--- src/rtl/instruction_fetch_pkg.sv ---
// Shared types and constants for the instruction fetch stage.
package instruction_fetch_pkg;

    localparam int unsigned XLEN = 32;

    localparam logic [XLEN-1:0] RESET_PC_DEFAULT = 32'h0000_0000;
    localparam logic [XLEN-1:0] PC_INC           = 32'd4;

    typedef enum logic [1:0] {
        ST_REQ,
        ST_WAIT,
        ST_HOLD,
        ST_DISCARD
    } fetch_state_e;

endpackage

--- src/rtl/instruction_fetch_if.sv ---
// Instruction memory request/response bus: one word read per accepted request.
interface instruction_fetch_if;
    import instruction_fetch_pkg::*;

    logic            req;
    logic [XLEN-1:0] addr;
    logic            ready;
    logic            rvalid;
    logic [XLEN-1:0] rdata;

    modport master (
        output req,
        output addr,
        input  ready,
        input  rvalid,
        input  rdata
    );

    modport slave (
        input  req,
        input  addr,
        output ready,
        output rvalid,
        output rdata
    );

endinterface

--- src/rtl/instruction_fetch_pc_register.sv ---
// Program counter: async reset to RESET_PC, redirect load beats sequential increment.
module instruction_fetch_pc_register
    import instruction_fetch_pkg::*;
#(
    parameter logic [XLEN-1:0] RESET_PC = RESET_PC_DEFAULT
) (
    input  logic            clk,
    input  logic            reset,
    input  logic            load,
    input  logic [XLEN-1:0] load_value,
    input  logic            inc,
    output logic [XLEN-1:0] pc
);

    // PC update; increment wraps naturally modulo 2^32
    always_ff @(posedge clk or negedge reset) begin
        if (!reset) begin
            pc <= RESET_PC;
        end else if (load) begin
            pc <= load_value;
        end else if (inc) begin
            pc <= pc + PC_INC;
        end
    end

endmodule

--- src/rtl/instruction_fetch.sv ---
// IF stage: owns the PC, issues single outstanding word fetches and feeds IF/ID.
module instruction_fetch
    import instruction_fetch_pkg::*;
#(
    parameter logic [XLEN-1:0] RESET_PC = RESET_PC_DEFAULT
) (
    input  logic                 clk,
    input  logic                 reset,
    input  logic                 stall,
    input  logic                 branch_taken,
    input  logic [XLEN-1:0]      branch_target,
    instruction_fetch_if.master  imem,
    output logic                 if_id_write,
    output logic                 if_id_flush,
    output logic [XLEN-1:0]      pc_out,
    output logic [XLEN-1:0]      instruction_out
);

    fetch_state_e    state;
    fetch_state_e    state_next;
    logic [XLEN-1:0] pc;
    logic [XLEN-1:0] redirect_pc;
    logic [XLEN-1:0] fetch_pc;
    logic [XLEN-1:0] buffer;
    logic [XLEN-1:0] last_pc;
    logic [XLEN-1:0] last_instr;
    logic            pc_load;
    logic            pc_inc;
    logic            capture_fetch;
    logic            capture_buffer;
    logic            req_c;
    logic            write_c;
    logic [XLEN-1:0] present_pc;
    logic [XLEN-1:0] present_instr;
    logic            unused_target_bits;

    // Redirect targets are always word aligned; the low bits are dropped
    assign redirect_pc        = {branch_target[XLEN-1:2], 2'b00};
    assign unused_target_bits = ^branch_target[1:0];

    instruction_fetch_pc_register #(
        .RESET_PC (RESET_PC)
    ) u_pc_register (
        .clk        (clk),
        .reset      (reset),
        .load       (pc_load),
        .load_value (redirect_pc),
        .inc        (pc_inc),
        .pc         (pc)
    );

    // Fetch state register
    always_ff @(posedge clk or negedge reset) begin
        if (!reset) begin
            state <= ST_REQ;
        end else begin
            state <= state_next;
        end
    end

    // Next-state and handshake decode; redirect outranks stall and returning data
    always_comb begin
        state_next     = state;
        pc_load        = 1'b0;
        pc_inc         = 1'b0;
        capture_fetch  = 1'b0;
        capture_buffer = 1'b0;
        req_c          = 1'b0;
        write_c        = 1'b0;
        present_pc     = last_pc;
        present_instr  = last_instr;
        case (state)
            ST_REQ: begin
                req_c = !branch_taken;
                if (branch_taken) begin
                    pc_load = 1'b1;
                end else if (imem.ready) begin
                    capture_fetch = 1'b1;
                    state_next    = ST_WAIT;
                end
            end
            ST_WAIT: begin
                if (branch_taken) begin
                    pc_load    = 1'b1;
                    state_next = imem.rvalid ? ST_REQ : ST_DISCARD;
                end else if (imem.rvalid) begin
                    if (!stall) begin
                        write_c       = 1'b1;
                        present_pc    = fetch_pc;
                        present_instr = imem.rdata;
                        pc_inc        = 1'b1;
                        state_next    = ST_REQ;
                    end else begin
                        capture_buffer = 1'b1;
                        state_next     = ST_HOLD;
                    end
                end
            end
            ST_HOLD: begin
                present_pc    = fetch_pc;
                present_instr = buffer;
                if (branch_taken) begin
                    pc_load    = 1'b1;
                    state_next = ST_REQ;
                end else if (!stall) begin
                    write_c    = 1'b1;
                    pc_inc     = 1'b1;
                    state_next = ST_REQ;
                end
            end
            ST_DISCARD: begin
                if (branch_taken) begin
                    pc_load = 1'b1;
                end
                if (imem.rvalid) begin
                    state_next = ST_REQ;
                end
            end
            default: begin
                state_next = ST_REQ;
            end
        endcase
    end

    // Fetch address, held stall data and last values presented to IF/ID
    always_ff @(posedge clk or negedge reset) begin
        if (!reset) begin
            fetch_pc   <= '0;
            buffer     <= '0;
            last_pc    <= '0;
            last_instr <= '0;
        end else begin
            if (capture_fetch) begin
                fetch_pc <= pc;
            end
            if (capture_buffer) begin
                buffer <= imem.rdata;
            end
            if (write_c) begin
                last_pc    <= present_pc;
                last_instr <= present_instr;
            end
        end
    end

    assign imem.req        = reset & req_c;
    assign imem.addr       = pc;
    assign if_id_flush     = reset & branch_taken;
    assign if_id_write     = write_c;
    assign pc_out          = present_pc;
    assign instruction_out = present_instr;

endmodule

--- src/flat_wrapper.sv ---
// flat-port wrapper written by rule: the top's interface ports become plain ports
module instruction_fetch_flat import instruction_fetch_pkg::*;
#(
    parameter logic [XLEN-1:0] RESET_PC = RESET_PC_DEFAULT
)
  (clk, reset, stall, branch_taken, branch_target, if_id_write, if_id_flush, pc_out, instruction_out, imem_req, imem_addr, imem_ready, imem_rvalid, imem_rdata);
  instruction_fetch_if imem_i ();
  input  logic clk;
  input  logic reset;
  input  logic stall;
  input  logic branch_taken;
  input  logic [XLEN-1:0] branch_target;
  output logic if_id_write;
  output logic if_id_flush;
  output logic [XLEN-1:0] pc_out;
  output logic [XLEN-1:0] instruction_out;
  output wire logic [$bits(imem_i.req)-1:0] imem_req;
  output wire logic [$bits(imem_i.addr)-1:0] imem_addr;
  input wire logic [$bits(imem_i.ready)-1:0] imem_ready;
  input wire logic [$bits(imem_i.rvalid)-1:0] imem_rvalid;
  input wire logic [$bits(imem_i.rdata)-1:0] imem_rdata;
  assign imem_req = imem_i.req;
  assign imem_addr = imem_i.addr;
  assign imem_i.ready = imem_ready;
  assign imem_i.rvalid = imem_rvalid;
  assign imem_i.rdata = imem_rdata;
  instruction_fetch #(.RESET_PC(RESET_PC)) u_core (.clk(clk), .reset(reset), .stall(stall), .branch_taken(branch_taken), .branch_target(branch_target), .imem(imem_i), .if_id_write(if_id_write), .if_id_flush(if_id_flush), .pc_out(pc_out), .instruction_out(instruction_out));
endmodule
--- config.mk ---
export PLATFORM = sky130hd
export DESIGN_NAME = instruction_fetch_flat
export DESIGN_NICKNAME = d
export VERILOG_FILES = /design/src/rtl/instruction_fetch_pkg.sv /design/src/rtl/instruction_fetch_if.sv /design/src/rtl/instruction_fetch_pc_register.sv /design/src/rtl/instruction_fetch.sv /design/src/flat_wrapper.sv
export SDC_FILE = /design/constraint.sdc
export NUM_CORES = 1
export LEC_CHECK = 0
export BUFFER_PORTS_ARGS = -buffer_cell sky130_fd_sc_hd__buf_2
export CELL_PAD_IN_SITES_DETAIL_PLACEMENT = 0
export CELL_PAD_IN_SITES_GLOBAL_PLACEMENT = 1
export CORE_MARGIN = 2
export CORE_UTILIZATION = 25
export DETAILED_ROUTE_END_ITERATION = 10
export MAX_ROUTING_LAYER = met4
export PLACE_DENSITY = 0.6
export SLEW_MARGIN = 10
export SYNTH_ARGS = -nofsm -noshare
export SYNTH_HDL_FRONTEND = slang
export SYNTH_SLANG_ARGS = --single-unit
--- constraint.sdc ---
create_clock -name clk -period 2.4 [get_ports clk]
set_input_delay 0.12 -clock clk [delete_from_list [all_inputs] [get_ports clk]]
set_output_delay 0.12 -clock clk [all_outputs]
set_load 0.005 [all_outputs]
==> results of run 1 <==
-- state kept, by name, indices dropped and copies added (netlist names) --
register                 count
u_core.buffer               32
u_core.fetch_pc             30
u_core.last_instr           32
u_core.last_pc              32
u_core.state                 2
u_core.u_pc_register.pc     30
-- layout by cell type, fill, tap and decap left out, types with 5 or more instances in the layout --
master / n
nand4_1: 10
a221o_1: 5
o211ai_1: 6
buf_6: 9
o311ai_1: 5
nor3_1: 5
buf_4: 24
clkbuf_16: 19
nand3_1: 19
mux2i_1: 6
o21ai_0: 7
buf_16: 5
xor2_1: 9
buf_12: 7
nand2_1: 42
o21ai_1: 13
dlygate4sd3_1: 61
buf_2: 161
a21oi_1: 9
and2_1: 8
mux2_2: 91
a22o_1: 121
nor2_1: 12
dfrtp_1: 157
-- worst max-delay path, stage by stage (launching register included) --
cell	delay [ns]
dfrtp_1	0.39
inv_2	0.08
ha_4	0.14
buf_6	0.11
nand2_4	0.05
nor3_4	0.32
o21a_4	0.23
buf_12	0.17
a22o_1	0.19
buf_2	0.13
-- metrics by stage --
step	util	cell area, µm²	TNS, ns	instances	total power [µW]
2_1_floorplan	-	7650	0	643	6730
6_report	0.350	10600	0	1289	11500
3_3_place_gp	0.297	9030	0	1179	8220
5_1_grt	0.350	10600	-1.93	1289	12300
4_1_cts	0.345	10500	-0.0205	1281	11500
3_5_place_dp	0.297	9030	0	1179	8300
-- logic make-up after synthesis --
kind of cell,after synthesis
AOI/OAI and AO/OA,182
muxes,97
DFF,158
other,1
and+or+nand+nor,127
xor gates and xnor gates,11
adders and majority gates,6
buffers and inverters,60
-- routing by layer --
layer | GRT usage | vias to the layer above | wire length (µm)
li1 | - | 2909 | -
met1 | 0.192 | 3072 | 10800
met2 | 0.241 | 153 | 11100
met3 | 0.0426 | 15 | 1400
met4 | 0.0342 | 0 | 203
met5 | - | - | 0
-- Yosys cell counts (7+ instances only) --
library cell | instances | area [µm²]
a21oi_1 | 10 | 50.1
clkbuf_1 | 23 | 86.3
dfrtp_1 | 158 | 3950
o21ai_0 | 7 | 35.0
buf_4 | 7 | 52.6
and2_1 | 8 | 50.1
xor2_1 | 9 | 78.8
mux2_2 | 91 | 1020
nand3_1 | 21 | 105
o21ai_1 | 13 | 65.1
a22o_1 | 122 | 1070
nand2_1 | 43 | 161
buf_2 | 13 | 65.1
nand4_1 | 10 | 62.6
nor2_1 | 13 | 48.8
-- layout make-up --
cell class / instances / area, µm²
Inverter: 7 / 38.8
Sequential cell: 158 / 3960
Multi-Input combinational cell: 425 / 3470
Antenna cell: 1 / 2.50
Tap cell: 396 / 495
Fill cell: 3028 / 19700
Clock buffer: 20 / 447
Clock inverter: 12 / 160
Timing Repair Buffer: 270 / 2040
-- final timing paths --
kind / cells after the start / slack (ns) / endpoint / from
setup / recovery: 9 / 0.06 / pc_out[6] / u_core.state[1]$_DFFE_PN0P_
hold / removal: 4 / 0.03 / u_core.u_pc_register.pc[18]$_DFFE_PN0P_ / branch_target[18]
setup reg to reg: 9 / 0.08 / u_core.u_pc_register.pc[25]$_DFFE_PN0P_ / u_core.state[1]$_DFFE_PN0P_
hold reg to reg: 1 / 0.48 / u_core.last_pc[1]$_DFFE_PN0P_ / u_core.last_pc[1]$_DFFE_PN0P_
max in group asynchronous: 3 / 1.48 / u_core.state[0]$_DFFE_PN0P_ / reset
min in group asynchronous: 2 / 0.17 / u_core.last_pc[1]$_DFFE_PN0P_ / reset
-- repair_timing --
action,in CTS,in global routing
pin swaps,1,11
gates resized for setup,16,23
cloned,4,2
hold buffers,61,0
hold endpoints to repair,95,0
endpoints found under the setup margin,64,82
setup buffers,5,6
-- where the power goes --
part	internal (µW)	switching [µW]
sequential	3710	682
clock	1670	1160
combinational	2290	1940
==> results.json, run 1 <==
{
  "htree_levels": 4,
  "power.density_mw_per_mm2": 1080,
  "synthCells": 642,
  "fmax_mhz": 428,
  "drv_cap": 0,
  "place.gp.congestion": 0.709,
  "track_usage": 0.152,
  "hold_class": "in2reg",
  "drt_iter0_drc": 296,
  "yosysSeqAreaShare": 0.517,
  "synthMuxAreaShare": 0.142,
  "required_ns": 2.28,
  "drive_gt1_frac": 0.395,
  "hold_ws_ns": 0.0296,
  "nets": 955,
  "antenna_found_initial": 1,
  "hold_violations": 0,
  "worst_slew_pin_slew_ns": 0.546,
  "fin_crit_sh": 0.974,
  "grt_pass1_wl_um": 35700,
  "ys_types": 50,
  "ir_drop_mv": 0.612,
  "status": "complete, no violations",
  "io_buffers": 164,
  "grt_max_degree": 66,
  "path_clk_slew_ns": 0.06,
  "vias": 6149,
  "critPathKind": "reg2out",
  "clock_sinks": 158,
  "routed_wirelength_um": 23500,
  "synth_edf_count": 0,
  "grt_pass1_vias": 6071,
  "synth_xor_area_frac": 0.0126,
  "clockBufferDepth": 2,
  "postSynthAreaPerCell_um2": 11.9,
  "timing.final.max_slew_violations": 0,
  "arrival_ns": 2.22,
  "rows": 64,
  "firstDrtPassIters": 5,
  "critPathCaptureType": "output port",
  "die_x_um": 179,
  "cts_tree": "yes",
  "numCtsBuffers": 17,
  "power_leakage_uw": 0.00496,
  "insertion_delay_ns": 0.43,
  "crit_fanout": 15,
  "synth_area_mm2": 0.00765,
  "cts_root_buf": "clkbuf_16",
  "finalClockSkew_ns": 0.0148,
  "core_area_mm2": 0.0303,
  "start_util": 0.252,
  "synth-adder-area-share": 0.00981,
  "rsz0062_at_grt": "true",
  "slew-limit-headroom": 0.633,
  "synthArstFlopShare": 1.00,
  "fin_crit_ns": 2.34,
  "synth-compound-area-share": 0.191,
  "yosys_warnings": 0,
  "postRouteAntennaNets": 0,
  "dpl.hpwl_um": 14400,
  "layout_setup_ws_ns": 0.0623,
  "route.detailed.drc": 0,
  "dieArea_mm2": 0.0320,
  "ios": 169,
  "synthSimpleGateAreaFrac": 0.0878,
  "place_ws_ns": 0.138,
  "areaGrowthSynthToFinish_pct": 38.7,
  "finalSetupViolations": 0,
  "fp.dieH_um": 179,
  "viasPerCell": 4.77,
  "startpoint_type": "flip-flop",
  "synth_top_family_by_area": "compound AO/OA/AOI/OAI gates",
  "ys_ff_latch": 158,
  "wl_per_cell_um": 18.2,
  "grt_overflow_total": 0,
  "synth_ff_type": "dfrtp_1"
}
Note: power is estimated with default switching activity, not from simulation.
==> inputs of run 2 (changes only) <==
- CORE_UTILIZATION: 25 -> 46
- PLACE_DENSITY: 0.6 -> 0.92
- clock period: 2.4 -> 2.86 ns (I/O delays scaled with it)
==> results.json, run 2 (synthesized netlist as in run 1, its figures left out) <==
{
  "status": "complete, no violations",
  "tns_ns": 0,
  "path_clk_slew_ns": 0.06,
  "num_antenna_cells": 0,
  "fin_crit_ns": 2.65,
  "clock_sinks": 158,
  "io_buffers": 164,
  "place.gp.congestion": 0.801,
  "areaGrowthSynthToFinish_pct": 28.4,
  "crit_fanout": 30,
  "worst_slew_pin_slew_ns": 0.879,
  "slew-limit-headroom": 0.413,
  "antenna_found_initial": 0,
  "numCtsBuffers": 17,
  "ir_drop_mv": 0.621,
  "finalSetupViolations": 0,
  "die_x_um": 133,
  "final_common_cell": "buf_2",
  "routed_wirelength_um": 19900,
  "postRouteAntennaNets": 0,
  "vias": 6140,
  "power_leakage_uw": 0.00472,
  "viasPerCell": 5.67,
  "wl_per_cell_um": 18.4,
  "hold_class": "in2reg",
  "final_cell_mix": "buf_2, dfrtp_1, a22o_1, mux2_2, dlygate4sd3_1",
  "route.detailed.drc": 0,
  "grt_overflow_total": 0,
  "hold_violations": 0,
  "grt_pass1_wl_um": 31900,
  "cts_root_buf": "clkbuf_16",
  "startpoint_type": "flip-flop",
  "critPathCaptureType": "output port",
  "nets": 926,
  "grt_pass1_vias": 6137,
  "firstDrtPassIters": 5,
  "critPathKind": "reg2out",
  "track_usage": 0.234,
  "required_ns": 2.72,
  "reg_top3": "u_core.buffer: 32 flops, u_core.last_instr: 32 flops, u_core.last_pc: 32 flops",
  "drt_iter0_drc": 410,
  "arrival_ns": 2.51,
  "ios": 169,
  "dieArea_mm2": 0.0177,
  "core_area_mm2": 0.0164,
  "drive_gt1_frac": 0.366,
  "power.density_mw_per_mm2": 915,
  "fmax_mhz": 378,
  "final_area_mm2": 0.00982,
  "insertion_delay_ns": 0.42,
  "drv_cap": 0,
  "hold_ws_ns": 0.0303,
  "finalClockSkew_ns": 0.00557,
  "fin_crit_sh": 0.926,
  "cts_tree": "yes",
  "regToRegSetupSlack_ns": 0.47,
  "grt_max_degree": 76,
  "cts_setup_buffers": 0,
  "rows": 47,
  "timing.final.max_slew_violations": 0,
  "fp.dieH_um": 133,
  "htree_levels": 4,
  "start_util": 0.466,
  "dpl.hpwl_um": 12300,
  "clockBufferDepth": 2,
  "rsz0062_at_grt": "false",
  "placed_cell_area_mm2": 0.00867
}
[run 2: cell count changes in the layout (fill, tap and decap cells not counted), moves of 4 or more]
cell,change
buf_6,-7
buf_4,-8
buf_12,-5
buf_16,-5
clkinv_2,+4
[run 2: worst paths after layout]
kind	start	endpoint	depth (start not counted)
max	u_core.state[1]$_DFFE_PN0P_	pc_out[13]	9
min	branch_target[31]	u_core.u_pc_register.pc[31]$_DFFE_PN0P_	3
max reg2reg	u_core.state[1]$_DFFE_PN0P_	u_core.u_pc_register.pc[29]$_DFFE_PN0P_	9
min reg2reg	u_core.last_pc[0]$_DFFE_PN0P_	u_core.last_pc[0]$_DFFE_PN0P_	1
max in group asynchronous	reset	u_core.last_pc[18]$_DFFE_PN0P_	3
min in group asynchronous	reset	u_core.fetch_pc[12]$_DFFE_PN0P_	2
[run 2: final cells by class]
| type | count | area, µm² |
|---|---|---|
| Clock buffer | 22 | 484 |
| Clock inverter | 10 | 86.3 |
| Fill cell | 1320 | 6580 |
| Inverter | 7 | 31.3 |
| Multi-Input combinational cell | 425 | 3410 |
| Sequential cell | 158 | 3950 |
| Tap cell | 220 | 275 |
| Timing Repair Buffer | 241 | 1580 |
[run 2: power breakdown]
part | switching (µW) | internal (µW) | total [µW]
Combinational | 1450 | 1650 | 3100
Sequential | 595 | 3110 | 3710
Clock | 893 | 1290 | 2180
Total | 2940 | 6050 | 8990
[run 2: metrics by stage]
step	std cells	power (µW)	setup slack [ns]	util
3_3_place_gp	993	6650	0.524	0.528
6_report	1083	8990	0.212	0.599
4_1_cts	1083	9020	0.163	0.598
3_5_place_dp	993	6760	0.474	0.528
5_1_grt	1083	9510	0.0420	0.599
2_1_floorplan	643	5650	0.633	-
[run 2: metal layers]
layer  part of all wire  up-vias  global-route usage  routed length (µm)
li1                   -     2830                   -                   -
met1               0.43     3074               0.293                8630
met2               0.49      215               0.380                9690
met3              0.065       21              0.0582                1300
met4              0.015        0              0.0651                 303
met5                  0        -                   -                   0
[run 2: critical path, cell delays in order (launching register included)]
cell and delay, ns:
dfrtp_1 0.40, inv_1 0.13, ha_1 0.18, buf_4 0.17, nand2_1 0.09, nor3_4 0.26
o21a_1 0.15, buf_4 0.35, a22o_1 0.22, buf_2 0.12
[run 2: repair_timing]
action | in CTS | in global routing
gates resized for setup | 0 | 1
hold buffers | 58 | 0
endpoints found under the setup margin | 0 | 6
hold endpoints to repair | 103 | 0
==> inputs of run 3 (changes only) <==
- CTS_BUF_LIST: not set -> sky130_fd_sc_hd__clkbuf_8 sky130_fd_sc_hd__clkbuf_16
==> results.json, run 3 (synthesized netlist as in run 1, its figures left out) <==
{
  "drv_cap": 0,
  "crit_fanout": 30,
  "arrival_ns": 2.51,
  "final_cell_mix": "buf_2, dfrtp_1, a22o_1, mux2_2, dlygate4sd3_1",
  "critPathKind": "reg2out",
  "fmax_mhz": 378,
  "timing.final.max_slew_violations": 0,
  "final_common_cell": "buf_2",
  "worst_slew_pin_slew_ns": 0.879,
  "slew-limit-headroom": 0.413,
  "reg_top3": "u_core.buffer: 32 flops, u_core.last_instr: 32 flops, u_core.last_pc: 32 flops",
  "vias": 6141,
  "num_antenna_cells": 0,
  "finalSetupViolations": 0,
  "power.density_mw_per_mm2": 915,
  "htree_levels": 4,
  "min-delay-start": "branch_target[31]",
  "rsz0062_at_grt": "false",
  "track_usage": 0.234,
  "critPathCaptureType": "output port",
  "hold_violations": 0,
  "drt_iter0_drc": 410,
  "postRouteAntennaNets": 0,
  "power_leakage_uw": 0.00473,
  "hold_class": "in2reg",
  "dieArea_mm2": 0.0177,
  "nets": 926,
  "grt_pass1_wl_um": 31900,
  "ir_drop_mv": 0.621,
  "path_clk_slew_ns": 0.06,
  "drive_gt1_frac": 0.366,
  "reg2reg_from": "u_core.state[1]$_DFFE_PN0P_",
  "startpoint_type": "flip-flop",
  "rows": 47,
  "cts_setup_buffers": 0,
  "finalClockSkew_ns": 0.00557,
  "clock_sinks": 158,
  "fp.dieH_um": 133,
  "core_area_mm2": 0.0164,
  "numCtsBuffers": 17,
  "grt_max_degree": 76,
  "routed_wirelength_um": 19900,
  "startpoint": "u_core.state[1]$_DFFE_PN0P_",
  "required_ns": 2.72,
  "fin_crit_ns": 2.65,
  "start_util": 0.466,
  "tns_ns": 0,
  "io_buffers": 164,
  "layout_setup_ws_ns": 0.212,
  "areaGrowthSynthToFinish_pct": 28.4,
  "dpl.hpwl_um": 12300,
  "place.gp.congestion": 0.801,
  "cts_tree": "yes",
  "viasPerCell": 5.67,
  "insertion_delay_ns": 0.42,
  "grt_overflow_total": 0,
  "firstDrtPassIters": 5,
  "antenna_found_initial": 0,
  "status": "complete, no violations",
  "ios": 169,
  "place_ws_ns": 0.474,
  "fin_crit_sh": 0.926,
  "cts_root_buf": "clkbuf_16",
  "route.detailed.drc": 0,
  "die_x_um": 133,
  "clockBufferDepth": 2,
  "grt_pass1_vias": 6137,
  "wl_per_cell_um": 18.4,
  "regToRegSetupSlack_ns": 0.47
}
## run 3: area by class of cell
type                    count  area (µm²)
clock inverters            11        90.1
multi-input cells         425        3410
well taps                 220         275
repair buffers            241        1580
flip-flops and latches    158        3950
inverters                   7        31.3
fillers                  1320        6580
clock buffers              21         480
## run 3: where the power goes
group          switching, µW  leakage [µW]  total, µW  internal (µW)
clock network            894      0.000282       2180           1280
registers                595       0.00198       3710           3110
logic                   1450       0.00246       3100           1650
## run 3: final timing paths
kind	to	cells past startpoint
max in group asynchronous	u_core.last_pc[18]$_DFFE_PN0P_	3
max	pc_out[13]	9
min in group asynchronous	u_core.fetch_pc[12]$_DFFE_PN0P_	2
min	u_core.u_pc_register.pc[31]$_DFFE_PN0P_	3
max reg2reg	u_core.u_pc_register.pc[29]$_DFFE_PN0P_	9
min reg2reg	u_core.last_pc[0]$_DFFE_PN0P_	1
## run 3: what timing repair did
item                                    CTS  global route
endpoints found under the hold margin   103             0
hold buffers                             58             0
gates resized for setup                   0             1
endpoints found under the setup margin    0             6
## run 3: critical path: stages, from the launching register on
cell	delay [ns]
dfrtp_1	0.40
inv_1	0.13
ha_1	0.18
buf_4	0.17
nand2_1	0.09
nor3_4	0.26
o21a_1	0.15
buf_4	0.35
a22o_1	0.22
buf_2	0.12
## run 3: per-stage QoR
stage / area (µm²) / total power [µW] / util / cells / hold slack [ns]
after floorplan: 7650 / 5650 / - / 643 / -0.153
after global placement: 8670 / 6650 / 0.528 / 993 / 0.123
after detailed placement: 8670 / 6760 / 0.528 / 993 / 0.127
after CTS: 9820 / 9020 / 0.598 / 1083 / 0.0155
after global routing: 9820 / 9510 / 0.599 / 1083 / 0.0344
final: 9820 / 8990 / 0.599 / 1083 / 0.0303
## run 3: routing by layer
metal	vias to the layer above	wire, µm	track usage
met5	-	0	-
met4	0	303	0.0651
met3	21	1310	0.0582
met2	217	9690	0.380
met1	3074	8630	0.293
li1	2829	-	-
